File: config.mk
export PLATFORM = sky130hd
export DESIGN_NAME = instr_fetch
export DESIGN_NICKNAME = d
export VERILOG_FILES = /design/src/rtl/instr_fetch.sv
export SDC_FILE = /design/constraint.sdc
export NUM_CORES = 1
export LEC_CHECK = 0
export ABC_AREA = 1
export CORE_MARGIN = 5
export CORE_UTILIZATION = 48
export CTS_BUF_LIST = sky130_fd_sc_hd__clkbuf_4 sky130_fd_sc_hd__clkbuf_8
export DETAILED_ROUTE_END_ITERATION = 8
export HOLD_SLACK_MARGIN = 0.08
export PLACE_DENSITY = 0.83
export SLEW_MARGIN = 10
export SYNTH_ARGS = -nofsm -noshare
export SYNTH_HDL_FRONTEND = slang
export SYNTH_SLANG_ARGS = --single-unit
File: constraint.sdc
create_clock -name clk -period 2.8 [get_ports clk]
set_input_delay 0.84 -clock clk [delete_from_list [all_inputs] [get_ports clk]]
set_output_delay 0.84 -clock clk [all_outputs]
set_load 0.02 [all_outputs]
File: src/rtl/instr_fetch.sv
// rtl/instr_fetch.sv - MIPS-32 instruction fetch stage: PC, imem handshake, output register, field slicing
module instr_fetch #(
  parameter logic [31:0] RESET_PC = 32'h0000_0000
) (
  input  logic        clk,
  input  logic        reset,
  output logic        imem_req,
  output logic [31:0] imem_addr,
  input  logic        imem_ready,
  input  logic [31:0] imem_rdata,
  output logic        out_valid,
  input  logic        out_ready,
  input  logic        redirect,
  input  logic [31:0] redirect_pc,
  output logic [31:0] instr,
  output logic [31:0] pc_out,
  output logic [31:0] pc_plus4,
  output logic [5:0]  opcode,
  output logic [5:0]  funct,
  output logic [4:0]  rs,
  output logic [4:0]  rt,
  output logic [4:0]  rd,
  output logic [4:0]  shamt,
  output logic [15:0] imm,
  output logic        addr_err
);

  typedef enum logic {RUN, DISCARD} state_t;

  state_t      state;
  logic [31:0] pc;
  logic [31:0] saved_pc;
  logic [31:0] pc_plus;
  logic [31:0] target;
  logic [31:0] next_pc;
  logic        fire;

  // DISCARD keeps the abandoned request alive so the memory sees a stable address until it completes
  assign imem_req  = !reset && ((state == DISCARD) || !out_valid || out_ready);
  assign imem_addr = pc;
  assign fire      = imem_req && imem_ready;
  assign pc_plus   = pc + 32'd4;
  assign target    = {redirect_pc[31:2], 2'b00};

  // j (000010) and jal (000011) resolve here so the next request already goes to the target
  assign next_pc = (imem_rdata[31:27] == 5'b00001) ? {pc_plus[31:28], imem_rdata[25:0], 2'b00}
                                                  : pc_plus;

  assign pc_plus4 = pc_out + 32'd4;
  assign opcode   = instr[31:26];
  assign rs       = instr[25:21];
  assign rt       = instr[20:16];
  assign rd       = instr[15:11];
  assign shamt    = instr[10:6];
  assign funct    = instr[5:0];
  assign imm      = instr[15:0];

  always_ff @(posedge clk) begin
    if (reset) begin
      state     <= RUN;
      pc        <= RESET_PC;
      saved_pc  <= RESET_PC;
      instr     <= 32'h0;
      pc_out    <= 32'h0;
      out_valid <= 1'b0;
      addr_err  <= 1'b0;
    end else begin
      if (redirect && (redirect_pc[1:0] != 2'b00)) addr_err <= 1'b1;
      if (state == RUN) begin
        if (redirect) begin
          out_valid <= 1'b0;
          if (imem_req && !imem_ready) begin
            saved_pc <= target;
            state    <= DISCARD;
          end else begin
            pc <= target;
          end
        end else if (fire) begin
          instr     <= imem_rdata;
          pc_out    <= pc;
          out_valid <= 1'b1;
          pc        <= next_pc;
        end else if (out_valid && out_ready) begin
          out_valid <= 1'b0;
        end
      end else begin
        if (redirect) saved_pc <= target;
        if (imem_ready) begin
          pc    <= redirect ? target : saved_pc;
          state <= RUN;
        end
      end
    end
  end

endmodule
==> flow_results.org <==
** Layout
- Antenna diode count :: 0
- After routing the design area is 10600 um^2.
- Once layout is complete, the utilization of the core stands at 0.700.
- Of the cells placed in the final design, the portion with a size suffix greater than 1 is 0.125.
- After filler insertion, the fill cell instance count of the layout stands at 1276.
- Leaving out fill and tap cells, the most frequent cell in the layout is sky130_fd_sc_hd__nand2_1.
- The library cells used most frequently in the layout, excluding fill and tap cells, are sky130_fd_sc_hd__nand2_1 (235), sky130_fd_sc_hd__clkdlybuf4s50_1 (219), sky130_fd_sc_hd__inv_1 (136).
- Nets@finish :: 1446
- Synthesis-to-finish area growth :: 43.1%

** Detailed routing
- Routed vias/inst :: just over 5
- In this run the remaining antenna-violating nets after routing total 0.
- Summed over all layers, the routed wires come to 24700 um.
- The first detailed-routing pass took 6 iterations.
- For this block, the initial DRC count from the detailed router was ~740.
- Via count :: 8099
- After detailed routing, the average wire length per cell comes to 15.7 um.
- Post-detailed-route DRC marker count :: 0

** Clocking
- TritonCTS built the clock tree.
- Quantity of hold-fixing buffers added after cts :: 0
- Clock tree synthesis found a total of 131 sinks.
- Inserted Clock Buffers :: 17
- The clock reaches the later pin of the worst-skew pair after 0.45 ns.
- The H-tree was split into 4 levels.
- Root buffer selected by CTS :: sky130_fd_sc_hd__clkbuf_8
- Maximum root-to-sink buffer count :: 2
- After clock tree synthesis, the clock-pin slew on the worst setup and hold paths is 0.07 ns.

** Setup path
- The critical path in this run is classified as flip-flop to output port.
- Of all nets on the critical path, the largest fanout is 4.
- Crit-path slowest cell :: sky130_fd_sc_hd__dfxtp_2
- Traced cell by cell, the critical path runs through buf_6 > nand3_4 > nor2_4 > nand2_2 > nor2_4 > nand2_4 > nor2_4 > nand4_1 > xor2_1 > buf_4.
- The worst register-to-register path begins at imem_addr[2]$_SDFFE_PP0P_.
- Data on the critical path arrives at its endpoint at 2.07 ns.
- At the worst endpoint, the required time is around 2 ns.
- By instance count, the cell type seen most on the critical path is sky130_fd_sc_hd__nor2_4.
- The critical path starts at pc_out[2]$_SDFFE_PP0P_.
- STA classifies the critical path startpoint as a flip-flop.
- On the worst path, the slowest cell contributes a delay of 0.36 ns.
- Number of buffer and inverter instances along the worst setup path :: 2
- Setup crit end kind :: output port
- In this design, the largest share of critical-path delay is due to simple AND/OR/NAND/NOR gates.

** STA
- The total count of max-transition violations in the final report was 0.
- Slew headroom :: 0.411
- Post-layout minimum cycle time :: 2.91 ns
- Final hold analysis gives a worst-case slack of 0.446 ns.
- At the pin with the least slew margin, the transition time is 0.883 ns.
- Fraction of the cycle the final worst path needs :: 1.04
- Static timing analysis puts the maximum clock frequency at between 300 and 400 MHz.
- Worst clock skew :: roughly 0.014 ns
- Final worst-path setup slack :: -0.111 ns
- Setup repair after global routing could not meet its margin everywhere.
- Final Hold Violating Endpoints :: 0
- Setup violations remaining at the end of the flow were counted as 7.

** Synthesis
- Dividing the synthesized area by the synthesized cell count gives about 6.5 um^2.
- Synthesized Nets :: 1207
- After synthesis the netlist holds a flip-flop and latch count of 131.
- Counting distinct cell types in the post-synthesis netlist gives 35.
- By area the synthesized netlist is led by sky130_fd_sc_hd__dfxtp_1 (35%), sky130_fd_sc_hd__nand2_1 (12%), sky130_fd_sc_hd__o21ai_0 (8.5%).
- The share of the Yosys chip area taken by registers is 0.353.
- YS warnings :: 0
- The synthesized netlist occupies a cell area of 7430 um^2.
- The biggest area contributor in the post-synthesis netlist is sky130_fd_sc_hd__dfxtp_1.
- Synthesis handed over a netlist of 1136 instances.
- Top cell type's share of synthesized area :: 0.353

** Floorplanning
- Row count :: 45
- Initial Utilization :: 0.489
- The floorplan step set the die height to 134 um.
- Die X-Extent :: 134 um
- The die covers roughly 18000 um^2.
- The region available for standard cell placement spans 15200 um^2.
- Pin placement for this block handled 248 I/O pins.

** Power and ir drop
- Of the total power, the share spent switching nets is 0.304.
- Power spread over the standard cell area amounts to about 450 nW/um^2.
- VDD IR-drop max :: 0.000300 V
- Clock power frac :: 0.326
- The design draws ~4.8 mW.
- Proportion of power drawn by flip-flops and latches :: 0.436
- Internal Dissipation :: 3.37 mW
- Combinational power share :: 0.238
- In this run the power spent charging and discharging nets is 1.47 mW.
- Static Leakage :: 4.42 nW

** Worst hold path
- Hold Path Class :: flip-flop to flip-flop
- In this run the most critical hold path is launched from saved_pc[17]$_SDFFE_PP0P_.

** Placed design
- In this run the tool buffered the top-level ports with 247 buffer cells.
- Total cell area at the placement stage :: 10100 um^2
- Placer's final routability congestion estimate :: 0.955
- Total half-perimeter wirelength after legalization and detailed placement :: ~19000 um

** GRT
- Combined global-route utilization of all metal layers :: 0.264
- Initial antenna violation count :: 0
- For this run the aggregate overflow at the end of global routing stands at 0.
- Maximum number of pins on one net before global-route repair :: 95
- Wire length of the first global-routing pass :: 38500 um
- Number of global-route vias before repair :: roughly 7400

** Flow run
- The tool flagged a number of max-cap violations equal to 0.

** Outcome
- The checks that failed: setup timing.
- Status :: finished, violations left
layer usage:
layer | track usage | part of all wire | vias to the layer above
met5 | 0 | 0 | -
met1 | 0.334 | 0.40 | 3647
li1 | - | - | 4060
met2 | 0.442 | 0.48 | 348
met3 | 0.0589 | 0.084 | 44
met4 | 0.100 | 0.027 | 0
Yosys cell counts:
| cell type | instances |
|---|---|
| sky130_fd_sc_hd__nor3_4 | 1 |
| sky130_fd_sc_hd__clkinv_1 | 2 |
| sky130_fd_sc_hd__buf_2 | 16 |
| sky130_fd_sc_hd__clkbuf_1 | 30 |
| sky130_fd_sc_hd__nand2_4 | 1 |
| sky130_fd_sc_hd__o31ai_1 | 1 |
| sky130_fd_sc_hd__nor4_1 | 4 |
| sky130_fd_sc_hd__nor2_8 | 1 |
| sky130_fd_sc_hd__nand3b_1 | 1 |
| sky130_fd_sc_hd__nand3_2 | 3 |
| sky130_fd_sc_hd__o211ai_1 | 5 |
| sky130_fd_sc_hd__inv_1 | 139 |
| sky130_fd_sc_hd__xor2_1 | 34 |
| sky130_fd_sc_hd__buf_1 | 2 |
| sky130_fd_sc_hd__nor2_4 | 7 |
| sky130_fd_sc_hd__nand3_1 | 42 |
| sky130_fd_sc_hd__ha_1 | 2 |
| sky130_fd_sc_hd__nor2_1 | 121 |
| sky130_fd_sc_hd__nor3b_1 | 2 |
| sky130_fd_sc_hd__inv_2 | 1 |
| sky130_fd_sc_hd__buf_4 | 55 |
| sky130_fd_sc_hd__nand2_1 | 235 |
| sky130_fd_sc_hd__a31oi_1 | 9 |
| sky130_fd_sc_hd__o21ai_0 | 126 |
| sky130_fd_sc_hd__nor3_1 | 20 |
| sky130_fd_sc_hd__o21ai_1 | 3 |
| sky130_fd_sc_hd__nor2_2 | 3 |
| sky130_fd_sc_hd__or2_2 | 1 |
| sky130_fd_sc_hd__nand4_1 | 8 |
| sky130_fd_sc_hd__nand2_2 | 7 |
| sky130_fd_sc_hd__a21oi_1 | 119 |
| sky130_fd_sc_hd__o22ai_1 | 1 |
| sky130_fd_sc_hd__dfxtp_1 | 131 |
| sky130_fd_sc_hd__and2_1 | 1 |
| sky130_fd_sc_hd__xnor2_1 | 2 |
stage by stage:
| stage | setup WS (ns) | instances | setup TNS, ns |
|---|---|---|---|
| after floorplan | 0.102 | 1136 | 0 |
| after global placement | -0.152 | 1537 | -0.178 |
| after detailed placement | -0.176 | 1537 | -0.388 |
| after CTS | -0.0980 | 1569 | -0.359 |
| after global routing | -0.242 | 1574 | -1.73 |
| final | -0.111 | 1574 | -0.244 |
timing repair:
item	in CTS	in global routing
setup buffers	2	6
gates resized for setup	98	36
cloned	0	0
endpoints found under the setup margin	27	23
pin swaps	7	9
registers in the layout, indices dropped and copies added, names as in the netlist:
register and flops:
imem_addr 32, pc_out 32, instr 32, out_valid 1, addr_err 1, state 1, saved_pc 32
tightest hold or removal path: cells and delay by family (launching register included):
kind / cells / cell delay [ns]
flip-flops: 1 / 0.30
buffers and inverters: 1 / 0.05
AO/OA/AOI/OAI: 1 / 0.05
cells by family after synthesis:
family	after synthesis	synth area share
and+or+nand+nor	458	0.266
AOI/OAI and AO/OA	264	0.181
buffers and inverters	245	0.154
DFF	131	0.353
xor gates and xnor gates	36	0.0424
adders and majority gates	2	0.00337
area by class of cell:
cell class	count	area, um^2	share of cell area
Clock inverter	4	45.0	0.00424
Inverter	142	533	0.0501
Timing Repair Buffer	323	3060	0.288
Tap cell	188	235	0.0221
Multi-Input combinational cell	760	3790	0.356
Sequential cell	131	2630	0.247
Clock buffer	26	345	0.0325
power by group through the flow:
stage	logic, mW	registers, mW	clock network, mW
after global routing	1.25	2.13	1.68
after detailed placement	1.15	2.15	0
after global placement	1.13	2.14	0
after floorplan	0.514	2.22	0
after CTS	1.14	2.11	1.60
final	1.15	2.11	1.58
worst paths after layout:
path                                     end  slack [ns]  cells past startpoint
setup / recovery                pc_plus4[31]       -0.11                     10
setup reg to reg  imem_addr[26]$_SDFFE_PP0P_        0.76                     10
hold / removal     saved_pc[17]$_SDFFE_PP0P_        0.45                      2
hold reg to reg    saved_pc[17]$_SDFFE_PP0P_        0.45                      2
(Power assumes the default switching activity.)
==> RTL change, RTL diff (config.mk and constraints unchanged) <==
Put one more register stage on the output `addr_err`, cleared by the reset. The value now appears one clock later. The other outputs are not delayed to match.
--- a/src/rtl/instr_fetch.sv
+++ b/src/rtl/instr_fetch.sv
@@ -26,6 +26,8 @@
 );
 
   typedef enum logic {RUN, DISCARD} state_t;
+
+  logic addr_err_s0;
 
   state_t      state;
   logic [31:0] pc;
@@ -63,9 +65,9 @@
       instr     <= 32'h0;
       pc_out    <= 32'h0;
       out_valid <= 1'b0;
-      addr_err  <= 1'b0;
+      addr_err_s0 <= 1'b0;
     end else begin
-      if (redirect && (redirect_pc[1:0] != 2'b00)) addr_err <= 1'b1;
+      if (redirect && (redirect_pc[1:0] != 2'b00)) addr_err_s0 <= 1'b1;
       if (state == RUN) begin
         if (redirect) begin
           out_valid <= 1'b0;
@@ -93,4 +95,12 @@
     end
   end
 
+  always_ff @(posedge clk) begin
+    if (reset) begin
+      addr_err <= '0;
+    end else begin
+      addr_err <= addr_err_s0;
+    end
+  end
+
 endmodule
Formal check against the unedited RTL: not equivalent (Yosys sat finds a counterexample within 4 cycles, from zero or initial values and one cycle with reset high).
==> RTL change against the unedited design <==
The run still ends with negative setup slack left; largest cell class unchanged; critical endpoint unchanged; critical path type unchanged; final cell count down 2.9%; wire length down 0.43%; sequential cell count up 1; die area down 1.2%; cell area down 1.0%; combinational power about the same; worst hold slack about the same; area after synthesis down 1.3%; worst setup slack better by 0.034 ns; count of clock-buffer cells in the layout down 1; utilization down 0.21 points; global-route usage down 0.35 points; total power up 3.0%.
==> RTL change: results (changes against the unedited design) <==
stage;metric;value;unit;change
cells_and_area;signal_buffers;316;;was 323
placed_design;globalplace.congestion;0.933;;was 0.955
placed_design;placedCellCount;1487;;was 1,537
worst_setup_path;arrival;2.04;ns;was 2.07 ns
cells_and_area;area_share_nonclk_buffers;28.5;%;was 28.8%
cells_and_area;clock_cell_area_share;4.14;%;was 3.67%
sta;tightestPinTransition;0.862;ns;was 0.883 ns
grt;grt_pass1_wl;37.7;mm;was 38.5 mm
pwr;clkPwrFrac;34.1;%;was 32.6%
placed_design;post_dp_cell_area;9940;µm²;was 10,100 µm²
cells_and_area;layout.nets;1399;;was 1,446
sta;fin_skew;0.00979;ns;was 0.0135 ns
cells_and_area;n_clock_buffer;25;;was 26
detailed_routing;firstDrtPassIters;5;;was 6
cells_and_area;ff_latch_area;2650;µm²;was 2630 µm²
floorplan;start_util;48.6;%;was 48.9%
grt;grt_pass1_vias;7310;;was 7,412
worst_setup_path;crit_start;pc_out[3]$_SDFFE_PP0P_;;was pc_out[2]$_SDFFE_PP0P_
cells_and_area;sh_seq_area;25.2;%;was 24.7%
status;violations;negative setup slack;;unchanged
worst_setup_path;timing.rr.start;state$_SDFF_PP0_;;was imem_addr[2]$_SDFFE_PP0P_
detailed_routing;dr_total_vias;8025;;was 8,099
sta;final-setup-viol-count;10;;was 7
pwr;switching_power;1.50;mW;was 1.47 mW
grt;grt_max_degree;99;;was 95
status;status;finished, violations left;;unchanged
sta;worst_slack;-0.0772;ns;was -0.111 ns
[RTL change: changes by cell type in the layout (fill, tap and decap cells not counted), sizes merged, moves of 4 or more]
cell / change
nand2: -39
a21oi: +4
nor2: -4
o21bai: +5
o21ai: +5
inv: -22
a31oi: +7
buf: -4
[RTL change: logic make-up (layout without fill, tap and decap cells)]
family,after synthesis,count (layout),share of synthesized area [%]
buffers and inverters,224,468,14.7
flip-flops,132,132,36.0
AND/OR/NAND/NOR,419,419,24.7
AO/OA/AOI/OAI,286,286,20.2
adder cells (fa/ha/maj),2,2,0.341
XOR/XNOR,34,34,4.06
[RTL change: what timing repair did]
item / CTS / global route
buffers inserted: 3 / 7
setup endpoints to repair: 27 / 25
pin swaps: 6 / 17
endpoints found under the hold margin: 0 / 0
gates resized for setup: 111 / 31
[RTL change: path summary, 6_finish.rpt]
kind              depth (start not counted)  slack [ns]                         to
setup reg to reg                         12        0.84  imem_addr[0]$_SDFFE_PP0P_
hold / removal                            2        0.45   saved_pc[1]$_SDFFE_PP0P_
setup / recovery                         10       -0.08               pc_plus4[31]
hold reg to reg                           2        0.45   saved_pc[1]$_SDFFE_PP0P_
[RTL change: metal layers]
layer	up-vias	wire length [µm]	GRT usage, %
met2	346	11900	44.9
met1	3658	10000	32.3
li1	3976	-	-
met3	45	1940	5.82
met5	-	0	0
met4	0	622	9.03
[RTL change: stage by stage]
step	TNS, ns	setup slack, ns	hold WS [ns]
2_1_floorplan	0	0.0680	0.410
5_1_grt	-2.26	-0.214	0.461
4_1_cts	-1.23	-0.181	0.447
3_5_place_dp	-0.738	-0.171	0.436
3_3_place_gp	-0.307	-0.173	0.433
6_report	-0.422	-0.0772	0.446
